[config.mk]
export PLATFORM = sky130hd
export DESIGN_NAME = io_input_scan_ctrl
export DESIGN_NICKNAME = d
export VERILOG_FILES = /design/src/rtl/io_pkg.sv /design/src/rtl/io_sync2.sv /design/src/rtl/io_input_scan_ctrl.sv
export SDC_FILE = /design/constraint.sdc
export NUM_CORES = 1
export LEC_CHECK = 0
export CORE_ASPECT_RATIO = 1.5
export CORE_MARGIN = 2
export CORE_UTILIZATION = 38
export CTS_BUF_LIST = sky130_fd_sc_hd__clkbuf_4 sky130_fd_sc_hd__clkbuf_8 sky130_fd_sc_hd__clkbuf_16
export DETAILED_ROUTE_END_ITERATION = 10
export GPL_TIMING_DRIVEN = 0
export HOLD_SLACK_MARGIN = 0.02
export PLACE_DENSITY = 0.77
export SYNTH_ARGS = -nofsm -noshare
export SYNTH_HDL_FRONTEND = slang
export SYNTH_SLANG_ARGS = --single-unit
[constraint.sdc]
create_clock -name io_clk -period 1.7 [get_ports io_clk]
set_input_delay 0.425 -clock io_clk [delete_from_list [all_inputs] [get_ports io_clk]]
set_output_delay 0.425 -clock io_clk [all_outputs]
set_load 0.1 [all_outputs]
[src/rtl/io_pkg.sv]
// Shared I/O definitions: scan FSM state encoding, I/O word indices
// and a small zero-extension helper for the 5-bit switch banks.
package io_pkg;

    typedef enum logic [1:0] {
        ST_SCAN   = 2'd0,
        ST_SETTLE = 2'd1,
        ST_COMMIT = 2'd2
    } scan_state_e;

    localparam logic [5:0] IO_IN0_IDX    = 6'h00;
    localparam logic [5:0] IO_IN1_IDX    = 6'h01;
    localparam logic [5:0] IO_STATUS_IDX = 6'h02;

    function automatic logic [31:0] zext5(input logic [4:0] v);
        return {27'b0, v};
    endfunction

endpackage

[src/rtl/io_sync2.sv]
// Two-flop synchronizer for a bus of asynchronous inputs.
// Ports: clk_i, rst_i (async, active-high), d_i raw, q_o synchronized.
module io_sync2 #(
    parameter int W = 5
) (
    input  logic         clk_i,
    input  logic         rst_i,
    input  logic [W-1:0] d_i,
    output logic [W-1:0] q_o
);

    logic [W-1:0] s1_q;
    logic [W-1:0] s2_q;

    always_ff @(posedge clk_i or posedge rst_i) begin
        if (rst_i) begin
            s1_q <= '0;
            s2_q <= '0;
        end else begin
            s1_q <= d_i;
            s2_q <= s1_q;
        end
    end

    assign q_o = s2_q;

endmodule

[src/rtl/io_input_scan_ctrl.sv]
// Round-robin switch scanner with one shared debounce counter.
// Ports: io_clk, reset; sw0/sw1 raw banks; addr/rd_en CPU I/O read;
// in_port0/in_port1 committed values; status {chg1,chg0}; chg_irq.
module io_input_scan_ctrl
    import io_pkg::*;
#(
    parameter int         DEB_CYCLES = 4,
    parameter int         CNT_W      = 16,
    parameter logic [5:0] STATUS_IDX = IO_STATUS_IDX
) (
    input  logic        io_clk,
    input  logic        reset,
    input  logic [4:0]  sw0,
    input  logic [4:0]  sw1,
    input  logic [31:0] addr,
    input  logic        rd_en,
    output logic [31:0] in_port0,
    output logic [31:0] in_port1,
    output logic [31:0] status,
    output logic        chg_irq
);

    localparam logic [CNT_W-1:0] DEB_LAST = CNT_W'(DEB_CYCLES - 1);
    localparam logic [CNT_W-1:0] CNT_MAX  = '1;

    logic [4:0] sync0;
    logic [4:0] sync1;

    io_sync2 #(.W(5)) u_sync0 (
        .clk_i (io_clk),
        .rst_i (reset),
        .d_i   (sw0),
        .q_o   (sync0)
    );

    io_sync2 #(.W(5)) u_sync1 (
        .clk_i (io_clk),
        .rst_i (reset),
        .d_i   (sw1),
        .q_o   (sync1)
    );

    scan_state_e      state_q, state_d;
    logic             sel_q, sel_d;
    logic [CNT_W-1:0] cnt_q, cnt_d;
    logic [4:0]       cand_q, cand_d;
    logic [4:0]       in0_q, in0_d;
    logic [4:0]       in1_q, in1_d;
    logic [1:0]       chg_q, chg_d;

    logic [4:0] raw_sel;
    logic [4:0] cur_sel;
    logic       rd_clr;
    logic       unused_addr;

    assign raw_sel     = sel_q ? sync1 : sync0;
    assign cur_sel     = sel_q ? in1_q : in0_q;
    assign rd_clr      = rd_en && (addr[7:2] == STATUS_IDX);
    assign unused_addr = ^{addr[31:8], addr[1:0]};

    always_ff @(posedge io_clk or posedge reset) begin
        if (reset) begin
            state_q <= ST_SCAN;
            sel_q   <= 1'b0;
            cnt_q   <= '0;
            cand_q  <= '0;
            in0_q   <= '0;
            in1_q   <= '0;
            chg_q   <= '0;
        end else begin
            state_q <= state_d;
            sel_q   <= sel_d;
            cnt_q   <= cnt_d;
            cand_q  <= cand_d;
            in0_q   <= in0_d;
            in1_q   <= in1_d;
            chg_q   <= chg_d;
        end
    end

    always_comb begin
        state_d = state_q;
        sel_d   = sel_q;
        cnt_d   = cnt_q;
        cand_d  = cand_q;
        in0_d   = in0_q;
        in1_d   = in1_q;
        chg_d   = chg_q;

        // Clear first so a same-cycle commit below overrides it.
        if (rd_clr) begin
            chg_d = 2'b00;
        end

        case (state_q)
            ST_SCAN: begin
                if (raw_sel == cur_sel) begin
                    sel_d = ~sel_q;
                end else begin
                    cand_d  = raw_sel;
                    cnt_d   = '0;
                    state_d = ST_SETTLE;
                end
            end
            ST_SETTLE: begin
                if (raw_sel != cand_q) begin
                    cand_d = raw_sel;
                    cnt_d  = '0;
                end else if (cnt_q == DEB_LAST) begin
                    state_d = ST_COMMIT;
                end else if (cnt_q != CNT_MAX) begin
                    cnt_d = cnt_q + CNT_W'(1);
                end
            end
            ST_COMMIT: begin
                if (sel_q) begin
                    in1_d = cand_q;
                end else begin
                    in0_d = cand_q;
                end
                chg_d[sel_q] = 1'b1;
                sel_d        = ~sel_q;
                state_d      = ST_SCAN;
            end
            default: begin
                state_d = ST_SCAN;
            end
        endcase
    end

    assign in_port0 = zext5(in0_q);
    assign in_port1 = zext5(in1_q);
    assign status   = {30'b0, chg_q};
    assign chg_irq  = |chg_q;

endmodule

# ---- After elaboration in Yosys (flattened, before gate mapping)
# Cells that the tools add are included.
dict set report op_classes {
  div 0
  eq_ne 14
  addsub 1
  n_bitwise 2
  shifts 0
  mux 20
  reduce_logical 12
  multipliers 0
  magnitude_cmp 2
}
# operator count
set op_table {}
lappend op_table {{16-bit two-way mux} 4}
lappend op_table {{16-bit one-hot mux with 2 select lines} 1}
lappend op_table {{5-bit two-way mux} 4}
lappend op_table {{16-bit by 1-bit adder with 16-bit output (second input constant)} 1}
lappend op_table {{16-bit by 2-bit equality test with 1-bit output (second input constant)} 1}
lappend op_table {{16-bit != test (second input constant)} 1}
lappend op_table {{2-bit two-way mux} 5}
lappend op_table {{2-bit != test (second input constant)} 5}
lappend op_table {{5-bit one-hot mux with 2 select lines} 1}
lappend op_table {{6-bit by 2-bit equality test with 1-bit output (second input constant)} 1}
lappend op_table {{3-bit != test (second input constant)} 2}
lappend op_table {{2-bit AND reduction} 3}
lappend op_table {{3-bit AND reduction} 2}
lappend op_table {{5-bit equality test} 1}
lappend op_table {{5-bit != test} 1}
lappend op_table {{2-bit one-hot mux with 2 select lines} 1}
lappend op_table {{4-bit AND reduction} 1}
lappend op_table {{2-bit nonzero test} 2}
lappend op_table {{2-bit by 1-bit equality test with 1-bit output (second input constant)} 1}
lappend op_table {{2-bit equality test (second input constant)} 1}
lappend op_table {{1-bit logical AND} 2}
lappend op_table {{2-bit logical NOT} 1}
lappend op_table {{1-bit by 2-bit less-than comparator with 1-bit output (second input constant)} 1}
lappend op_table {{1-bit two-way mux} 2}
lappend op_table {{6 further kinds} 6}
dict set report totals {
  mem_bits_ro 0
  ram_bits 0
  output_inout_bits 97
  latchBits 0
  register_bits 56
  word_cells 62
  input_bits 45
  memories 0
}

# ---- Logic depth before layout (Yosys ltp)
dict set report depth {
  ltp_word 6
  depth_mapped 8
  depth_no_buf 7
}

# ---- By module
# Synthesis repeated with hierarchy kept, for this count alone.
dict set report unflattened {
  cells_unflattened 303
  area_unflattened_um2 3210.6
}
# module seq_area_each_um2 cells_each n_inst area_each_um2
set modules_own_cells {}
lappend modules_own_cells {io_input_scan_ctrl 900.9 281 1 2702.6}
lappend modules_own_cells {io_sync2 250.2 11 2 254.0}

# ---- Worst setup path after synthesis
# OpenSTA, ideal clock, no wires.
dict set report synth_path {
  kind {flip-flop to flip-flop}
  from {register in0_q[0]}
  to {register cnt_q[1]}
  arrival_time_ns 2.209
  slack_ns -0.643
  path_buffers 1
  path_stages_with_launch 8
  setup_time_ns 0.135
  t_required_ns 1.565
  synth_period_minus_slack_ns 2.343
  cell_sequence {dfrtp_1 -> xnor2_1 -> nand4_1 -> o32ai_1 -> a21o_1 -> clkbuf_1 -> a21oi_2 -> mux2i_1}
}
dict set report synth_between {
  elab_chain_cells 4
}
# element line_no
set synth_rtl {}
lappend synth_rtl {{start, declared} io_input_scan_ctrl.sv:47} ;# logic [4:0] in0_q, in0_d;
lappend synth_rtl {{start signal, assigned} io_input_scan_ctrl.sv:75} ;# in0_q <= in0_d;
lappend synth_rtl {{5-bit two-way mux} io_input_scan_ctrl.sv:57} ;# assign cur_sel = sel_q ? in1_q : in0_q;
lappend synth_rtl {{5-bit equality test} io_input_scan_ctrl.sv:97} ;# if (raw_sel == cur_sel) begin
lappend synth_rtl {{2-bit != test (no line)} -}
lappend synth_rtl {{4-bit AND reduction (no line)} -}
lappend synth_rtl {{end signal, assigned} io_input_scan_ctrl.sv:73} ;# cnt_q <= cnt_d;
lappend synth_rtl {{end, declared} io_input_scan_ctrl.sv:45} ;# logic [CNT_W-1:0] cnt_q, cnt_d;
# No other way between the ends.
# A chain may end at the register's enable or synchronous reset.

# ---- Worst setup path after layout
dict set report layout_path {
  from {register sel_q}
  to {register cnt_q[8]}
}
dict set report layout_between {
  elab_chain_cells 4
  elab_cells_between_ends 10
  classes_between {eq/ne (5); mux (4); reduce/logical (1)}
}
# element line_no
set layout_rtl {}
lappend layout_rtl {{start, declared} io_input_scan_ctrl.sv:44} ;# logic sel_q, sel_d;
lappend layout_rtl {{start signal, assigned} io_input_scan_ctrl.sv:72} ;# sel_q <= sel_d;
lappend layout_rtl {{5-bit two-way mux (on tied branches)} {io_input_scan_ctrl.sv:56, io_input_scan_ctrl.sv:57}}
lappend layout_rtl {{5-bit != test or 5-bit equality test (tied branches)} {io_input_scan_ctrl.sv:106, io_input_scan_ctrl.sv:97}}
lappend layout_rtl {{3-bit != test (no line) (tied with other cells)} -}
lappend layout_rtl {{4-bit AND reduction (no line) or 16-bit one-hot mux with 2 select lines (tied branches)} -}
# Parallel ways exist; a longest one is shown, timed or not.

==> out/metrics.csv <==
metric,value,unit
status,finished with violations,
violated checks,negative setup slack,
GRT Total Usage,0.157,
worst slew pin tran,1220,ps
number of distinct library cells after synthesis,41,
max-slew violation count,0,
crit path time final,1980,ps
number of flops mapped to enable cells by yosys,0,
"Arr. time, crit path",2160,ps
Final period util,1.16,
ant diodes,0,
synth warn,0,
vias per cell,4.27,
critical path class,reg2reg,
ANT nets after route,0,
max cap viols,0,
CTS sink count,56,
CTS H-tree depth,2,
DR WL/cell,12.5,µm
WHS,343,ps
"most used cell, CP",buf_6,
final count of negative-setup-slack endpoints,22,
max frequency,0.506,GHz
"Hold Vio Cnt, Final",0,
1st-pass router iterations,4,
Mapped Avg Cell Area,10.1,µm²
DR iter-0 viols,78,
Synth Area in Simple Gates,0.132,
Pwr per Cell Area,825,nW/µm²
sequential element share of the synthesized area,0.447,
die area,9000,µm²
vias in the first global route,2358,
Synth Register Bits,56,
first-pass GRT wire length,11000,µm
Rel. slew slack,0.184,
Comb power frac,0.351,
DRC,0,
placed insts,528,
largest family of logic cells by synthesized area,buffers and inverters,
fill count,709,
NetSw,0.00155,W
XOR/XNOR share of the synthesized area,0.0531,
worst vdd ir,0.000498,V
leakage,2.27,nW
Layout Nets,500,
Num CTS Buffers,5,
Die Ht,115,µm
final setup skew,8.84,ps
Startpoint Class,register,
IO Pins,142,
GRT overflow,0,
Finished Layout Cells,560,
Clk network pwr share,0.275,
TritonCTS clock tree,yes,
DRT Wirelength,7010,µm
Port Buffers,31,
mux contribution to synthesized area,0.0571,
via count,2390,
cells after synthesis,309,
RSZ-0062 raised after global routing,yes,
CP cell instances,"buf_12, mux2i_4, xnor2_4, or2_1, buf_6, nor2_4, buf_6, and3_1, a211o_1",
"slowest stage delay, CP",380,ps
initial antenna violation count,0,
hold buffers post-CTS,0,
Mapped Area,3130,µm²
Initial Util,0.391,
largest net degree at the start of global routing,57,
Clock Pin Slew Worst Setup and Hold Paths,70,ps
Worst Hold Class,reg2reg,
ys flop type,dfrtp_1,
row cnt,40,
"Clk Latency, worst-skew pair",300,ps
Detailed Place HPWL,4690,µm
core area,8010,µm²
final setup margin,-276,ps
Async SR Flop Fraction,1.00,
P&R area growth vs syn,45.4,%
placer congestion estimate,0.867,
Clock Tree Root,clkbuf_16,
CP max FO,7,
CP Capture Type,register,
internal power,0.00221,W
Die Span X,78.1,µm
compound-cell area share of the yosys netlist,0.0851,
required time worst endpoint,1890,ps
Net Sw Frac,0.412,
Post-Synth Adder-Cell Area,0.00399,
maximum clock insertion buffer count,2,
share of cells above drive strength 1,0.424,
CP max-delay cell,dfrtp_1,
Sequential Power Share,0.373,
## logic make-up after synthesis
family,after synthesis
buffers and inverters,96
and+or+nand+nor,77
muxes,17
DFF,56
adders and majority gates,1
other,1
xor gates and xnor gates,19
AOI/OAI and AO/OA,42
## metal layers
metal / share of wire / GRT usage
met5: 0 / 0
met4: 0.034 / 0.0947
met3: 0.057 / 0.0345
met2: 0.54 / 0.282
met1: 0.37 / 0.168
## layout make-up
cell class,count,area (µm²),area share
inverter,8,33.8,0.00742
clock buffer,5,125,0.0275
timing repair inverter,1,5.00,0.00110
timing repair buffer,54,480,0.105
multi-input combinational,241,1640,0.360
clock inverter,3,21.3,0.00467
sequential,56,1440,0.316
buffer,87,677,0.149
tap,105,131,0.0288
## worst paths after layout
| path | from | endpoint | slack (ps) | cells past startpoint |
|---|---|---|---|---|
| setup / recovery | sel_q | cnt_q[8] | -280 | 9 |
| hold / removal | u_sync1.s1_q[2] | u_sync1.q_o[2] | 340 | 0 |
| setup reg to reg | sel_q | cnt_q[8] | -280 | 9 |
| hold reg to reg | u_sync1.s1_q[2] | u_sync1.q_o[2] | 340 | 0 |
| max in group asynchronous | reset | u_sync0.s1_q[2] | 310 | 2 |
| min in group asynchronous | reset | in0_q[4] | 630 | 2 |
## metrics by stage
stage / setup WS [ps] / TNS, ps / cell area (µm²) / util / power, W
2_1_floorplan: -202 / -1950 / 3570 / - / 0.00256
3_3_place_gp: -607 / -19940 / 4010 / 0.501 / 0.00265
3_5_place_dp: -617 / -21680 / 4010 / 0.501 / 0.00266
4_1_cts: -292 / -4280 / 4440 / 0.555 / 0.00375
5_1_grt: -359 / -6110 / 4550 / 0.569 / 0.00389
6_report: -276 / -4300 / 4550 / 0.569 / 0.00376
## critical path: cells and delay by family (launching register included)
| kind | cells | cell delay (ps) |
|---|---|---|
| AOI/OAI and AO/OA | 1 | 260 |
| DFF | 1 | 380 |
| and+or+nand+nor | 3 | 340 |
| muxes | 1 | 310 |
| buffers and inverters | 3 | 420 |
| xor gates and xnor gates | 1 | 150 |
## cells in the mapped netlist (4+ instances only)
| master | count | area (µm²) |
|---|---|---|
| mux2i_1 | 10 | 100 |
| mux2_2 | 7 | 78.8 |
| xnor2_1 | 16 | 140 |
| a31oi_1 | 11 | 68.8 |
| dfrtp_1 | 56 | 1400 |
| inv_1 | 8 | 30.0 |
| nand2_1 | 25 | 93.8 |
| nor4_1 | 6 | 37.5 |
| a21oi_1 | 7 | 35.0 |
| nand3_1 | 7 | 35.0 |
| o21ai_0 | 11 | 55.1 |
| buf_4 | 84 | 631 |
| nor2_1 | 10 | 37.5 |
| nand4_1 | 4 | 25.0 |
## registers in the layout, indices dropped and copies added, names as in the netlist
signal        count
cnt_q            16
cand_q            5
in0_q             5
in1_q             5
u_sync0.q_o       5
u_sync0.s1_q      5
u_sync1.q_o       5
u_sync1.s1_q      5
chg_q             2
state_q           2
sel_q             1
## cells in the final DEF (no fill, tap or decap), types with 3 or more instances in the layout
cell type and n:
mux2_2 7, and2_1 3, nand3_1 6, clkbuf_16 5
xnor2_1 10, a31oi_1 11, o21ai_0 9, a21oi_2 7
nand2b_1 3, nand2_1 22, buf_6 6, xor2_1 3
mux2i_1 5, xnor2_2 4, a22o_1 3, mux2i_4 5
nor2_1 8, nand4_1 4, a21o_1 3, nor4_1 4
clkdlybuf4s15_2 3, dfrtp_1 44, clkdlybuf4s50_1 18, buf_12 3
dfrtp_2 3, dfrtp_4 9, buf_4 100, buf_2 10
inv_1 7, conb_1 84, nand2_2 3
## power by group through the flow
stage	combinational, W	sequential (W)	clock (W)
detailed placement	0.00123	0.00142	0
CTS	0.00129	0.00140	0.00106
floorplan	0.00111	0.00145	0
finish	0.00132	0.00140	0.00103
global route	0.00136	0.00141	0.00112
global placement	0.00123	0.00142	0
## repair_timing
item / 4_1_cts / 5_1_grt
pin swaps: 11 / 12
cloned: 1 / 1
buffers inserted: 18 / 5
endpoints found under the hold margin: 0 / 0
setup endpoints to repair: 40 / 43
resized for setup: 85 / 19
(Power assumes the default switching activity.)
